$ cat src/rtl/mlp_seq_pkg.sv
// Shared types and widths for the printed-MLP frame sequencer.
package mlp_seq_pkg;

  localparam int unsigned N_FEAT  = 10;
  localparam int unsigned FEAT_W  = 4;
  localparam int unsigned CLS_W   = 2;
  localparam int unsigned INP_W   = N_FEAT * FEAT_W;
  localparam int unsigned IDX_W   = $clog2(N_FEAT);
  localparam int unsigned CNT_W   = 8;
  localparam int unsigned CNT_MAX = (1 << CNT_W) - 1;

  typedef enum logic [1:0] {
    LOAD   = 2'd0,
    SKIP   = 2'd1,
    SETTLE = 2'd2,
    OUT    = 2'd3
  } state_e;

endpackage

$ cat src/rtl/mlp_feat_asm.sv
// Feature assembler: writes one feature per enabled beat into the frame
// register at the current slot index and advances or clears the index.
module mlp_feat_asm
  import mlp_seq_pkg::*;
(
  input  logic              clk,
  input  logic              rst_n,
  input  logic              we,
  input  logic              clr,
  input  logic [FEAT_W-1:0] data,
  output logic [INP_W-1:0]  frame,
  output logic [IDX_W-1:0]  idx
);

  // Slot write and index bookkeeping; clear wins over increment.
  always_ff @(posedge clk or negedge rst_n) begin
    if (!rst_n) begin
      frame <= '0;
      idx   <= '0;
    end else begin
      for (int unsigned k = 0; k < N_FEAT; k++) begin
        if (we && (idx == IDX_W'(k))) begin
          frame[k*FEAT_W +: FEAT_W] <= data;
        end
      end
      if (clr) begin
        idx <= '0;
      end else if (we) begin
        idx <= idx + IDX_W'(1);
      end
    end
  end

endmodule

$ cat src/rtl/mlp_frame_sequencer.sv
// Sequential wrapper around a combinational printed-MLP classifier:
// assembles a feature frame, holds it for SETTLE_CYC cycles, then
// captures the class and offers it on a valid/ready result port.
// Optional MLP_FRAME_CNT_EN adds frame_cnt / err_cnt statistics outputs.
module mlp_frame_sequencer
  import mlp_seq_pkg::*;
#(
  parameter int unsigned SETTLE_CYC = 4
) (
  input  logic              clk,
  input  logic              rst_n,
  input  logic              s_valid,
  output logic              s_ready,
  input  logic [FEAT_W-1:0] s_data,
  input  logic              s_last,
  output logic [INP_W-1:0]  mlp_inp,
  input  logic [CLS_W-1:0]  mlp_out,
  output logic              m_valid,
  input  logic              m_ready,
  output logic [CLS_W-1:0]  m_class,
  output logic              frame_err
`ifdef MLP_FRAME_CNT_EN
  ,
  output logic [15:0]       frame_cnt,
  output logic [7:0]        err_cnt
`endif
);

  if ((SETTLE_CYC < 1) || (SETTLE_CYC > CNT_MAX)) begin : g_settle_range_err
    $error("SETTLE_CYC must be within 1..255");
  end

  state_e             state_q;
  state_e             state_d;
  logic [IDX_W-1:0]   idx;
  logic [CNT_W-1:0]   cnt_q;
  logic               s_xfer;
  logic               idx_last;
  logic               asm_we;
  logic               asm_clr;
  logic               err_d;
  logic               cnt_load;
  logic               capture;
  logic               res_done;

  assign s_xfer   = s_valid && s_ready;
  assign idx_last = (idx == IDX_W'(N_FEAT - 1));

  mlp_feat_asm u_feat_asm (
    .clk   (clk),
    .rst_n (rst_n),
    .we    (asm_we),
    .clr   (asm_clr),
    .data  (s_data),
    .frame (mlp_inp),
    .idx   (idx)
  );

  // State register.
  always_ff @(posedge clk or negedge rst_n) begin
    if (!rst_n) begin
      state_q <= LOAD;
    end else begin
      state_q <= state_d;
    end
  end

  // Next-state logic.
  always_comb begin
    state_d = state_q;
    unique case (state_q)
      LOAD: begin
        if (s_xfer && idx_last) begin
          state_d = s_last ? SETTLE : SKIP;
        end
      end
      SKIP: begin
        if (s_xfer && s_last) begin
          state_d = LOAD;
        end
      end
      SETTLE: begin
        if (cnt_q == CNT_W'(1)) begin
          state_d = OUT;
        end
      end
      OUT: begin
        if (m_valid && m_ready) begin
          state_d = LOAD;
        end
      end
      default: state_d = LOAD;
    endcase
  end

  // Per-state control strobes; s_ready is combinational from state.
  always_comb begin
    s_ready  = 1'b0;
    asm_we   = 1'b0;
    asm_clr  = 1'b0;
    err_d    = 1'b0;
    cnt_load = 1'b0;
    capture  = 1'b0;
    res_done = 1'b0;
    unique case (state_q)
      LOAD: begin
        s_ready  = 1'b1;
        asm_we   = s_valid;
        asm_clr  = s_valid && (s_last || idx_last);
        err_d    = s_valid && (s_last != idx_last);
        cnt_load = s_valid && s_last && idx_last;
      end
      SKIP: begin
        s_ready = 1'b1;
      end
      SETTLE: begin
        capture = (cnt_q == CNT_W'(1));
      end
      OUT: begin
        res_done = m_valid && m_ready;
      end
      default: ;
    endcase
  end

  // Settle countdown: loaded on the final good beat, counts down in SETTLE.
  always_ff @(posedge clk or negedge rst_n) begin
    if (!rst_n) begin
      cnt_q <= '0;
    end else if (cnt_load) begin
      cnt_q <= CNT_W'(SETTLE_CYC);
    end else if ((state_q == SETTLE) && (cnt_q != '0)) begin
      cnt_q <= cnt_q - CNT_W'(1);
    end
  end

  // Result register and framing-error pulse.
  always_ff @(posedge clk or negedge rst_n) begin
    if (!rst_n) begin
      m_valid   <= 1'b0;
      m_class   <= '0;
      frame_err <= 1'b0;
    end else begin
      frame_err <= err_d;
      if (capture) begin
        m_valid <= 1'b1;
        m_class <= mlp_out;
      end else if (res_done) begin
        m_valid <= 1'b0;
      end
    end
  end

`ifdef MLP_FRAME_CNT_EN
  // Statistics: wrapping result count and saturating error count.
  always_ff @(posedge clk or negedge rst_n) begin
    if (!rst_n) begin
      frame_cnt <= '0;
      err_cnt   <= '0;
    end else begin
      if (res_done) begin
        frame_cnt <= frame_cnt + 16'd1;
      end
      if (frame_err && (err_cnt != 8'hFF)) begin
        err_cnt <= err_cnt + 8'd1;
      end
    end
  end
`endif

endmodule

$ cat config.mk
export PLATFORM = sky130hd
export DESIGN_NAME = mlp_frame_sequencer
export DESIGN_NICKNAME = d
export VERILOG_FILES = /design/src/rtl/mlp_seq_pkg.sv /design/src/rtl/mlp_feat_asm.sv /design/src/rtl/mlp_frame_sequencer.sv
export SDC_FILE = /design/constraint.sdc
export NUM_CORES = 1
export LEC_CHECK = 0
export BUFFER_PORTS_ARGS = -buffer_cell sky130_fd_sc_hd__clkbuf_2
export CAP_MARGIN = 10
export CELL_PAD_IN_SITES_DETAIL_PLACEMENT = 2
export CELL_PAD_IN_SITES_GLOBAL_PLACEMENT = 2
export CORE_MARGIN = 3
export CORE_UTILIZATION = 32
export CTS_CLUSTER_SIZE = 24
export DETAILED_ROUTE_END_ITERATION = 6
export PLACE_DENSITY = 0.83
export SYNTH_ARGS = -nofsm -noshare
export SYNTH_HDL_FRONTEND = slang
export SYNTH_SLANG_ARGS = --single-unit
$ cat constraint.sdc
create_clock -name clk -period 3.23 [get_ports clk]
set_input_delay 0.4845 -clock clk [delete_from_list [all_inputs] [get_ports clk]]
set_output_delay 0.4845 -clock clk [all_outputs]
set_load 0.03 [all_outputs]
==> results of run 1 <==
==> worst paths after layout <==
path / from / end / slack, ns / cells past startpoint
setup / recovery: state_q[1] / u_feat_asm.frame[27] / 1.21 / 4
hold / removal: rst_n / u_feat_asm.idx[1] / 0.19 / 1
setup reg to reg: state_q[1] / u_feat_asm.frame[27] / 1.21 / 4
hold reg to reg: m_class[0] / m_class[0] / 0.51 / 1
max in group asynchronous: rst_n / u_feat_asm.frame[3] / 2.32 / 2
min in group clk: mlp_out[0] / m_class[0] / 0.39 / 2
==> cell usage after synthesis, types with 2 or more instances <==
| cell | number |
|---|---|
| nor4_1 | 2 |
| and3_1 | 5 |
| and2_1 | 2 |
| a21oi_1 | 3 |
| o21ai_0 | 5 |
| dfrtp_1 | 58 |
| o31ai_1 | 2 |
| nand3_1 | 5 |
| buf_2 | 8 |
| mux2_2 | 42 |
| nor3_1 | 3 |
| inv_1 | 9 |
| nor2b_1 | 2 |
| xnor2_1 | 3 |
| nor2_1 | 12 |
| nand2_1 | 13 |
| ha_1 | 7 |
| mux2i_1 | 2 |
| buf_1 | 4 |
==> cell type report <==
class	count	area [um^2]	share of cell area, %
Sequential cell	58	1450	47.0
Multi-Input combinational cell	126	1020	33.0
Timing Repair Buffer	57	290	9.39
Clock buffer	11	141	4.57
Tap cell	99	124	4.01
Inverter	9	33.8	1.09
Clock inverter	5	30.0	0.972
==> through the flow <==
step | worst slack [ns] | power, uW | instances | utilization [%]
after floorplan | 1.42 | 2150 | 205 | -
after global placement | 1.16 | 2530 | 349 | 39.0
after detailed placement | 1.12 | 2600 | 349 | 39.0
after CTS | 1.21 | 3220 | 365 | 41.3
after global routing | 1.09 | 3400 | 365 | 41.3
final | 1.21 | 3170 | 365 | 41.3
==> cell families after synthesis <==
family	count (synthesis)
fa+ha+maj	7
compound gates	16
buf+inv	21
flops	58
simple gates	56
mux	44
xor+xnor	3
==> worst max-delay path: cells and delay by family, from the launching register on <==
| kind | cells | cell delay [ns] |
|---|---|---|
| multiplexers | 1 | 0.36 |
| AND/OR/NAND/NOR | 3 | 1.07 |
| flip-flops | 1 | 0.48 |
==> registers in the layout, indices dropped and copies added, names as in the netlist <==
name              flops
u_feat_asm.frame     40
u_feat_asm.idx        4
m_class               2
frame_err             1
state_q               2
cnt_q                 8
m_valid               1
==> power groups by stage <==
stage	Sequential [uW]	Combinational (uW)	Clock, uW
final	1250	1320	593
after global routing	1300	1450	651
after CTS	1260	1350	618
after detailed placement	1270	1340	0
after global placement	1240	1290	0
after floorplan	1620	537	0
==> per-layer routing <==
| layer | share of wire [%] | track usage (%) | wire (um) | up-vias |
|---|---|---|---|---|
| met5 | 0 | 0 | 0 | - |
| met4 | 0.59 | 4.27 | 39 | 0 |
| met3 | 5.6 | 5.92 | 375 | 4 |
| met2 | 51 | 27.3 | 3410 | 47 |
| met1 | 42 | 19.8 | 2820 | 930 |
| li1 | - | - | - | 825 |
==> impl_metrics.csv, run 1 <==
group,metric,value,unit
global_route,gr-total-overflow,0,
logic_synthesis,synth_area_leaders,"dfrtp_1 (57%), mux2_2 (18%), ha_1 (3.4%)",
logic_synthesis,synth_xor_area_share,1.03,%
timing,fin_crit_sh,62.5,%
timing,worst_pin_slew,0.703,ns
clocking,clock-sinks,58,
worst_setup_path,cp_slowest_cell,"or3b_1",
logic_synthesis,syn_inst,205,
clocking,clockRootBuffer,"clkbuf_8",
drt,first_pass_iters,4,
worst_setup_path,cp.arrival,2.24,ns
logic_synthesis,synth-compound-area-share,4.20,%
logic_synthesis,synth-adder-area-share,3.42,%
run,drv_cap,0,
global_route,grt_max_degree,28,
cells_and_area,num-nets-final,279,
pwr,clkPwrFrac,18.7,%
cells_and_area,fillCellCount,794,
worst_setup_path,cp-end-kind,"flip-flop",
timing,drv_slew,0,
logic_synthesis,synth.distinct_cells,37,
clocking,clk-insertion-delay-late,0.33,ns
pwr,power.share.switching,43.8,%
drt,ant_nets,0,
cells_and_area,final_common_cell,"dfrtp_1",
floorplanning,die_y,95.4,um
logic_synthesis,ys_ff_latch,58,
cells_and_area,final_cell_mix,"dfrtp_1 (58), clkbuf_2 (55), mux2_2 (42), nand2_1 (13), nor2_1 (12)",
cells_and_area,syn2layout_area_growth,20.7,%
min_path,worstHoldPathType,"in -> async",
logic_synthesis,synth_edf_count,0,
cells_and_area,diodes,0,
drt,post_drt_wl_per_cell,18.2,um
logic_synthesis,netlist_area,2560,um^2
timing,hold-worst-slack,0.194,ns
logic_synthesis,syn_nets,223,
clocking,cts_max_path_buffers,2,
logic_synthesis,synthSimpleGateAreaFrac,11.9,%
cells_and_area,layout-drive-gt1-share,44.4,%
placed_design,placed_area,2920,um^2
clocking,clkTransAtPathRegs,0.07,ns
pwr,peakVddDrop,0.444,mV
worst_setup_path,crit_chain,"or3b_1 -> nor2_2 -> and3_1 -> mux2_2",
logic_synthesis,yosys.area.top_type,"dfrtp_1",
pwr,cell_internal_pwr,1780,uW
logic_synthesis,synth_top_family_by_area,"multiplexers",
clocking,cts_tree,"done",
logic_synthesis,synth_warnings,0,
timing,finClkSkew,0.00898,ns
timing,fmax,495,MHz
clocking,numCtsBuffers,9,
pwr,pwr-share-seq,39.5,%
timing,slew_headroom,53.2,%
global_route,grt_pass1_vias,1999,
logic_synthesis,synthFlopType,"dfrtp_1",
placed_design,numPortBuffers,55,
outcome,status,"complete, no violations",
floorplanning,coreArea,7490,um^2
placed_design,gp_congestion,0.795,
drt,num_vias,1806,
worst_setup_path,cp.required,3.45,ns
clocking,cts-resized-gates,0,
timing,setup_viol,0,
pwr,share_comb_of_total_power,41.8,%
floorplanning,rows,31,
clocking,postCtsHoldBufs,0,
drt,drcViolationCount,0,
timing,finalWorstPathRequiredPeriod,2.02,ns
pwr,powerDensity,1030,nW/um^2
logic_synthesis,synth_top_cell_area_share,56.7,%
drt,drtIter0Drc,48,
clocking,postCtsSetupRepairBufs,0,
drt,viasPerCell,4.95,
global_route,grt_pass1_wl,11.1,mm
timing,setup_tns,0,ns
drt,routed_wl,6.64,mm
placed_design,dp_hpwl,4.88,mm
floorplanning,initial_core_util,34.2,%
floorplanning,fp.dieW,95.4,um
global_route,grt_usage,16.3,%
logic_synthesis,synth_seq_area_share,56.7,%
global_route,antenna_found_initial,0,
clocking,htreeDepth,3,
floorplanning,die-area,9110,um^2
pwr,switchingPower,1390,uW
worst_setup_path,crit_fanout,8,
pwr,p_leak,0.00151,uW
worst_setup_path,critical-path-max-stage-delay,0.56,ns
logic_synthesis,synthArstFlopShare,100,%
worst_setup_path,crit_type,"reg -> reg",
floorplanning,ios,56,
worst_setup_path,worstSetupStartpointType,"flip-flop",
timing,rsz0062_at_grt,"no",
timing,hold_viol,0,
cells_and_area,post-route-cell-area,3090,um^2
logic_synthesis,synth.mux.area_fraction,19.3,%
logic_synthesis,syn_area_per_cell,12.5,um^2
Power figures use the tool's default switching activity.
==> inputs of run 2 (changes only) <==
==> constraint.sdc (replaced) <==
create_clock -name clk -period 2.11 [get_ports clk]
set_input_delay 0.3165 -clock clk [delete_from_list [all_inputs] [get_ports clk]]
set_output_delay 0.3165 -clock clk [all_outputs]
set_load 0.03 [all_outputs]
==> impl_metrics.csv, run 2 (synthesis gave the netlist of run 1 again) <==
group,metric,value,unit
outcome,status,"complete, no violations",
clocking,clkTransAtPathRegs,0.07,ns
placed_design,dp_cells,353,
pwr,peakVddDrop,0.744,mV
pwr,powerDensity,1620,nW/um^2
floorplanning,die-area,9110,um^2
worst_setup_path,cp.arrival,2.10,ns
drt,first_pass_iters,4,
cells_and_area,reg.largest.list,"u_feat_asm.frame x40, cnt_q x8, u_feat_asm.idx x4",
worst_setup_path,r2r_end,"u_feat_asm.frame[31]",
clocking,clock-sinks,58,
cells_and_area,layout-drive-gt1-share,45.2,%
clocking,postCtsHoldBufs,1,
timing,setup_viol,0,
cells_and_area,seq_area,1450,um^2
cells_and_area,regMostFlops,"u_feat_asm.frame",
run,drv_cap,0,
min_path,worstHoldPathType,"in -> reg",
global_route,grt_usage,17.0,%
pwr,switchingPower,2130,uW
drt,drtIter0Drc,32,
cells_and_area,stdcell_count,369,
drt,num_vias,1835,
timing,hold_viol,0,
timing,slew_headroom,61.4,%
floorplanning,coreArea,7490,um^2
global_route,grt_max_degree,28,
clocking,cts-resized-gates,0,
timing,finalWorstPathRequiredPeriod,1.89,ns
worst_setup_path,cp-end-kind,"flip-flop",
pwr,clkPwrFrac,22.6,%
cells_and_area,num-nets-final,284,
placed_design,dpl_worst_slack,0.163,ns
worst_setup_path,crit_fanout,7,
cells_and_area,multiInputGateArea,1020,um^2
timing,fin_ws,0.224,ns
drt,post_drt_wl_per_cell,18.5,um
timing,drv_slew,0,
global_route,antenna_found_initial,0,
worst_setup_path,critical_path.endpoint,"u_feat_asm.frame[31]",
global_route,gr-total-overflow,0,
cells_and_area,utilization,42.6,%
worst_setup_path,r2r_cells,4,
pwr,share_comb_of_total_power,41.1,%
cells_and_area,syn2layout_area_growth,24.4,%
timing,fin_crit_sh,89.4,%
global_route,grt_pass1_wl,11.7,mm
clocking,clockRootBuffer,"clkbuf_8",
clocking,numCtsBuffers,9,
clocking,cts_max_path_buffers,2,
worst_setup_path,crit_start,"state_q[1]",
floorplanning,rows,31,
pwr,p_leak,0.00156,uW
floorplanning,ios,56,
pwr,pwr-share-seq,36.4,%
clocking,clk-insertion-delay-late,0.33,ns
cells_and_area,fillCellCount,789,
worst_setup_path,crit_type,"reg -> reg",
drt,routed_wl,6.82,mm
placed_design,numPortBuffers,55,
drt,drcViolationCount,0,
timing,worst_pin_slew,0.573,ns
floorplanning,initial_core_util,34.2,%
cells_and_area,final_common_cell,"dfrtp_1",
cells_and_area,largest_reg_flops,40,
clocking,htreeDepth,3,
worst_setup_path,rr_startpoint,"state_q[1]",
floorplanning,die_y,95.4,um
placed_design,dp_hpwl,5.00,mm
cells_and_area,final_cell_mix,"dfrtp_1 (58), clkbuf_2 (55), mux2_2 (42), nand2_1 (13), nor2_1 (12)",
clocking,postCtsSetupRepairBufs,0,
drt,ant_nets,0,
timing,rsz0062_at_grt,"no",
pwr,cell_internal_pwr,3040,uW
cells_and_area,diodes,0,
worst_setup_path,worstSetupStartpointType,"flip-flop",
floorplanning,fp.dieW,95.4,um
pwr,power.share.switching,41.2,%
timing,finClkSkew,0.0107,ns
timing,fmax,530,MHz
placed_design,gp_congestion,0.772,
drt,viasPerCell,4.97,
worst_setup_path,r2r_slack,0.22,ns
global_route,grt_pass1_vias,2137,
timing,setup_tns,0,ns
worst_setup_path,cp.required,2.32,ns
clocking,cts_tree,"done",
## run 2: cell count changes in the layout (fill, tap and decap cells not counted)
cell,before,now
bufinv_16,0,2
clkbuf_8,10,11
dlygate4sd3_1,0,1
buf_4,2,6
clkbuf_1,1,0
clkinv_2,3,0
## run 2: cell type report
class / instances / area share (%)
clock inverters: 4 / 2.36
inverters: 9 / 1.06
clock buffers: 11 / 4.75
multi-input cells: 126 / 32.0
repair buffers: 62 / 10.4
flip-flops and latches: 58 / 45.6
well taps: 99 / 3.89
## run 2: per-stage QoR
stage	total power [uW]	cell area [um^2]	hold WS (ns)
5_1_grt	5530	3190	0.213
3_5_place_dp	4040	2950	0.283
3_3_place_gp	3920	2950	0.279
6_report	5170	3190	0.216
2_1_floorplan	3300	2560	0.0209
4_1_cts	5250	3190	0.203
## run 2: per-layer routing
metal / global-route usage (%) / part of all wire (%) / vias up
met5: 0 / 0 / -
met4: 6.04 / 1.4 / 0
met1: 21.5 / 43 / 950
met2: 28.4 / 51 / 43
met3: 4.18 / 4.7 / 9
li1: - / - / 833
## run 2: worst min-delay path by stage
stage / from / end / slack (ns) / depth (start not counted)
after floorplan: rst_n / cnt_q[0] / 0.02 / 0
after global placement: rst_n / frame_err / 0.28 / 1
after detailed placement: rst_n / u_feat_asm.frame[14] / 0.28 / 1
after CTS: mlp_out[1] / m_class[1] / 0.20 / 2
after global routing: mlp_out[0] / m_class[0] / 0.21 / 2
final: mlp_out[1] / m_class[1] / 0.22 / 2
## run 2: worst max-delay path, cell delays in order (launching register included)
cell and delay, ns:
dfrtp_1 0.38, or3b_1 0.53, nor2_2 0.21, and3_1 0.29, mux2_2 0.36
## run 2: power groups by stage
stage | clock network (uW) | logic [uW] | registers (uW)
3_3_place_gp | 0 | 2050 | 1870
2_1_floorplan | 0 | 822 | 2470
6_report | 1170 | 2120 | 1880
3_5_place_dp | 0 | 2140 | 1890
4_1_cts | 1190 | 2170 | 1890
5_1_grt | 1260 | 2320 | 1950
